[config.mk]
export PLATFORM = sky130hd
export DESIGN_NAME = bit_counter_param
export DESIGN_NICKNAME = d
export VERILOG_FILES = /design/src/rtl/bit_counter_param.sv
export SDC_FILE = /design/constraint.sdc
export NUM_CORES = 1
export LEC_CHECK = 0
export ABC_AREA = 0
export CAP_MARGIN = 5
export CORE_MARGIN = 10
export CORE_UTILIZATION = 40
export CTS_CLUSTER_DIAMETER = 40
export DETAILED_ROUTE_END_ITERATION = 8
export PLACE_DENSITY = 0.74
export SLEW_MARGIN = 30
export SYNTH_ARGS = -nofsm -noshare
export SYNTH_HDL_FRONTEND = slang
export SYNTH_SLANG_ARGS = --single-unit
[constraint.sdc]
create_clock -name clk -period 1.2 [get_ports clk]
set_input_delay 0.12 -clock clk [delete_from_list [all_inputs] [get_ports clk]]
set_output_delay 0.12 -clock clk [all_outputs]
set_load 0.05 [all_outputs]
[src/rtl/bit_counter_param.sv]
// Parametrised population counter: captures a WIDTH-bit word on start, then
// counts ones (or zeros) LSB first, stopping early once no counted bits remain.
module bit_counter_param #(
    parameter  int unsigned WIDTH = 8,
    localparam int unsigned CW    = $clog2(WIDTH + 1)
) (
    input  logic             clk,
    input  logic             reset,
    input  logic             start,
    input  logic [WIDTH-1:0] A,
    input  logic             count_zeros,
    output logic             ready,
    output logic             busy,
    output logic             done,
    output logic [CW-1:0]    result
);

    typedef enum logic [1:0] {
        S_IDLE  = 2'd0,
        S_SHIFT = 2'd1,
        S_DONE  = 2'd2
    } state_t;

    state_t           state_q, state_d;
    logic [WIDTH-1:0] sr_q, sr_d;
    logic [CW-1:0]    cnt_q, cnt_d;

    always_ff @(posedge clk or negedge reset) begin
        if (!reset) begin
            state_q <= S_IDLE;
            sr_q    <= '0;
            cnt_q   <= '0;
        end else begin
            state_q <= state_d;
            sr_q    <= sr_d;
            cnt_q   <= cnt_d;
        end
    end

    // Zeros mode inverts once at capture, so the shift loop only ever counts ones.
    always_comb begin
        state_d = state_q;
        sr_d    = sr_q;
        cnt_d   = cnt_q;
        unique case (state_q)
            S_IDLE: begin
                if (start) begin
                    sr_d    = count_zeros ? ~A : A;
                    cnt_d   = '0;
                    state_d = S_SHIFT;
                end
            end
            S_SHIFT: begin
                if (~|sr_q) begin
                    state_d = S_DONE;
                end else begin
                    cnt_d = cnt_q + CW'(sr_q[0]);
                    sr_d  = sr_q >> 1;
                end
            end
            S_DONE: begin
                if (!start) begin
                    state_d = S_IDLE;
                end
            end
            default: state_d = S_IDLE;
        endcase
    end

    always_comb begin
        ready  = 1'b0;
        busy   = 1'b0;
        done   = 1'b0;
        result = '0;
        unique case (state_q)
            S_IDLE:  ready = 1'b1;
            S_SHIFT: busy  = 1'b1;
            S_DONE: begin
                done   = 1'b1;
                result = cnt_q;
            end
            default: ;
        endcase
    end

endmodule
Word-level counts from Yosys, hierarchy flattened
Cells that the tools add are included.
- register bits: 14
- output and inout bits: 7
- word-level logic and storage cells: 31
- add/sub/neg operators: 1
- reduce and logical (&&, ||, !) cells: 5
- bitwise gates (word level): 1
- mux-type cells: 15
- eq/ne operators: 6
- operators by type and width (operator ; count):
    2-to-1 mux 8 bit ; 3
    case mux 8 bit (2 select lines) ; 1
    2-to-1 mux 4 bit ; 3
    inequality test 2 bit (second input constant) ; 4
    inverter 8 bit ; 1
    case mux 4 bit (2 select lines) ; 1
    OR reduction 8 bit ; 1
    2-to-1 mux 2 bit ; 3
    case mux 2 bit (3 select lines) ; 1
    AND reduction 3 bit ; 2
    adder 4 x 1 -> 4 bit ; 1
    2-to-1 mux 1 bit ; 3
    == test 2 x 1 -> 1 bit (second input constant) ; 1
    == test 2 bit (second input constant) ; 1
    zero test 2 bit ; 1
    nonzero test 2 bit ; 1

Longest topological paths before layout
- word-level depth: 4
- gate-level depth with buffers: 5

Least setup slack after synthesis
No wires, ideal clock.
- path type: register -> output
- start point: reg state_q[0]
- end point: out result[0]
- required time: 1080 ps
- arrival: 1796 ps
- slack: -716 ps
- buffers on the path: 0
- stages on the path, launching flop included: 3
- cells stage by stage: dfrtp_1 -> nor2b_1 -> and2_1
- word-level cells in the longest chain between the ends: 2
- ends and longest elaborated chain (item ; RTL line ; RTL):
    start, declared ; 24 ; state_t state_q, state_d;
    start signal, assigned ; 34 ; state_q <= state_d;
    == test 2 bit ; 75 ; unique case (state_q)
    2-to-1 mux 4 bit ; 75 ;
    end, declared ; 15 ; output logic [CW-1:0] result
No other way between the ends.

Worst setup path in the final report
- start point: reg state_q[1]
- end point: reg cnt_q[0]
- word-level cells in the longest chain between the ends: 3
- elaborated cells between the ends (all ways): 7
- those cells by class: eq/ne (3); mux (1); reduce/logical (3)
- ends and longest elaborated chain (item ; RTL line ; RTL):
    == test 2 x 1 -> 1 bit or zero test 2 bit (tied branches) ; 45 ; unique case (state_q)
    inequality test 2 bit (no source line) or nonzero test 2 bit (tied branches) ; - ;
    AND reduction 3 bit (no source line) ; - ;
    end signal, assigned ; 36 ; cnt_q <= cnt_d;
    end, declared ; 26 ; logic [CW-1:0] cnt_q, cnt_d;
Several ways; a longest one is shown, not always the timed one.
A chain may end at the register's enable or synchronous reset.

==> results.yml <==
status:
  status: "complete, but fails checks"
  violations: "setup timing"
final_layout:
  layout-drive-gt1-share_pct: 47.0
  num_antenna_cells: 0
  final_nets: 147
  fillerInstances: 116
  postLayoutCoreUtil_pct: 75.8
  design_area_sq_um: 1520
  seq_area_sq_um: 353
  multiInputGateArea_sq_um: 591
  fin_cells: 159
  area_delta_synth_final_pct: 77.5
floorplanning:
  die_x_microns: 66.2
  io_pins: 19
  die_y_microns: 66.2
  rows: 16
  dieArea_sq_um: 4390
  start_util_pct: 42.7
  core-area_sq_um: 2000
grt:
  grt_usage_pct: 13.5
  grt_max_degree: 17
  grt_antenna_before_repair: 0
  grt_overflow: 0
  grt_pass1_wl_microns: 4510
  grt_pass1_vias: 914
clock_network:
  clock_sinks: 14
  root_buffer: "clkbuf_4"
  cts_buffers: 3
  cts_tree: "built"
  htreeDepth: 1
  clkLatencyLatePin_ps: 300
  clkTransAtPathRegs_ps: 100
  clockBufferDepth: 2
  hold_buffers: 0
placed_design:
  globalplace.congestion: 0.803
  placed_area_sq_um: 1300
  place_inst: 146
  post-place-ws_ps: -271
  post-dp-hpwl_microns: 1760
  port_buffers: 18
setup_path:
  cp-end-kind: "flip-flop"
  required_ps: 1380
  crit_fanout: 5
  arrival_ps: 1690
  start_kind: "flip-flop"
  critical_path_class: "flip-flop to flip-flop"
yosys:
  yosysWarnings: 0
  synth_ff_type: "dfrtp_1"
  synth_fa_ha_area_share_pct: 2.93
  syn_area_per_cell_sq_um: 10.1
  synth_xor_area_share_pct: 8.20
  yosysTopAreaCellShare_pct: 41.0
  ys_seq_area_share_pct: 41.0
  synth.most_common_cell: "dfrtp_1"
  synth_top_family_by_area: "simple AND/OR/NAND/NOR gates"
  synth_nets: 99
  synth_edf_count: 0
  synthCells: 85
  yosysTopAreaCell: "dfrtp_1"
  synth_compound_area_share_pct: 11.3
  synthArstFlopShare_pct: 100
  synthesis.area_sq_um: 855
  synthTopCellsByArea: "dfrtp_1 41%, mux2i_1 11%, xor2_1 8.2%"
  synthMuxAreaShare_pct: 13.2
  synth_top_cells_by_count: "14 x dfrtp_1, 12 x nand2_1, 9 x mux2i_1, 9 x o21ai_0, 8 x xor2_1"
  ys_types: 24
  synth-simple-area-share_pct: 20.1
  synth_seq_cells: 14
power:
  p_int_mw: 2.21
  pwr-share-seq_pct: 24.2
  powerDensity_nw_per_um2: 2570
  power.share.switching_pct: 43.4
  leakage_nw: 0.649
  max-vdd-ir-drop_mv: 1.39
  p_clk_share_pct: 9.6
  power_switching_mw: 1.69
  p_comb_share_pct: 66.3
routing:
  vias: 830
  post_drt_wl_per_cell_microns: 19.1
  drt_first_pass_iters: 4
  detail_route.iter0.violations: 46
  wl_microns: 3030
  drc: 0
  viasPerCell: 5.22
  detail-route-antenna-nets: 0
job:
  cap_viol_max_count: 0
timing:
  tightest_slew_ps: 307
  slew_headroom_pct: 79.4
  rsz0062_at_grt: "yes"
  worst_slack_ps: -302
  finalHoldViolations: 0
  slew_viol_final: 0
  fmax_ghz: 0.666
  clock-skew-final_ps: 8.52
  layout_min_cycle_time_ps: 1500
  fin_crit_sh_pct: 125
  fin_setup_tns_ps: -4320
  setup_viol: 20
min_path:
  hold_class: "primary input to asynchronous set/reset pin"
## flip-flops by register name (all words and copies together) (netlist names)
register and count:
sr_q 8, state_q 2, cnt_q 4
## cell type report
| class | instances | share of cell area, % |
|---|---|---|
| clock buffer | 4 | 2.39 |
| inverter | 3 | 0.743 |
| multi-input combinational | 65 | 38.9 |
| sequential | 14 | 23.3 |
| tap | 27 | 2.23 |
| timing repair buffer | 46 | 32.4 |
## cells in the final DEF, fill, tap and decap left out, drive strengths merged
| cell type | n |
|---|---|
| a2111o | 1 |
| a21oi | 3 |
| a31oi | 1 |
| and2 | 4 |
| buf | 35 |
| clkbuf | 4 |
| clkdlybuf4s50 | 11 |
| dfrtp | 14 |
| ha | 2 |
| inv | 3 |
| mux2 | 2 |
| mux2i | 9 |
| nand2 | 12 |
| nand2b | 1 |
| nand3 | 2 |
| nor2 | 1 |
| nor2b | 4 |
| nor3b | 1 |
| nor4 | 2 |
| o211ai | 1 |
| o21ai | 9 |
| o21bai | 1 |
| or2 | 1 |
| xor2 | 8 |
## metrics by stage
step	hold slack (ps)	power, mW
final	125	3.90
after global routing	160	4.09
after CTS	140	3.51
after detailed placement	460	2.85
after global placement	450	2.77
after floorplan	-176	1.92
## repair_timing
action | CTS | global route
setup endpoints to repair | 19 | 20
pin swaps | 8 | 7
gates resized for setup | 17 | 14
buffers inserted | 5 | 3
cloned | 1 | 0
## critical path: stages, from the launching register on
cell	delay, ps
dfrtp_1	420
buf_4	160
nor3b_4	260
buf_6	180
nor2b_1	60
mux2_1	290
## per-layer routing
| layer | global-route usage (%) | vias to the layer above | wire (microns) | share of wire (%) |
|---|---|---|---|---|
| met2 | 22.5 | 32 | 1620 | 53 |
| li1 | - | 386 | - | - |
| met3 | 3.56 | 11 | 147 | 4.8 |
| met5 | 0 | - | 0 | 0 |
| met4 | 11.0 | 0 | 102 | 3.4 |
| met1 | 13.9 | 401 | 1160 | 38 |
## final timing paths
kind | startpoint | to | slack, ps | cells after the start
setup / recovery | state_q[1] | cnt_q[0] | -300 | 5
hold / removal | reset | state_q[1] | 130 | 2
setup reg to reg | state_q[1] | cnt_q[0] | -300 | 5
hold reg to reg | cnt_q[3] | cnt_q[3] | 600 | 2
max in group asynchronous | reset | sr_q[0] | 870 | 2
min in group clk | start | state_q[1] | 530 | 4
## power by group through the flow
stage,Combinational (mW),Clock [mW],Sequential (mW)
after floorplan,1.04,0,0.873
after global placement,1.90,0,0.866
after detailed placement,1.97,0,0.886
after CTS,2.27,0.368,0.872
after global routing,2.76,0.378,0.951
final,2.58,0.373,0.942
## cell families (layout without fill, tap and decap cells)
family / count (synthesis) / count (layout)
buffers and inverters: 6 / 53
DFF: 14 / 14
xor gates and xnor gates: 8 / 8
adders and majority gates: 2 / 2
and+or+nand+nor: 28 / 28
AOI/OAI and AO/OA: 16 / 16
muxes: 11 / 11
(Power assumes the default switching activity.)
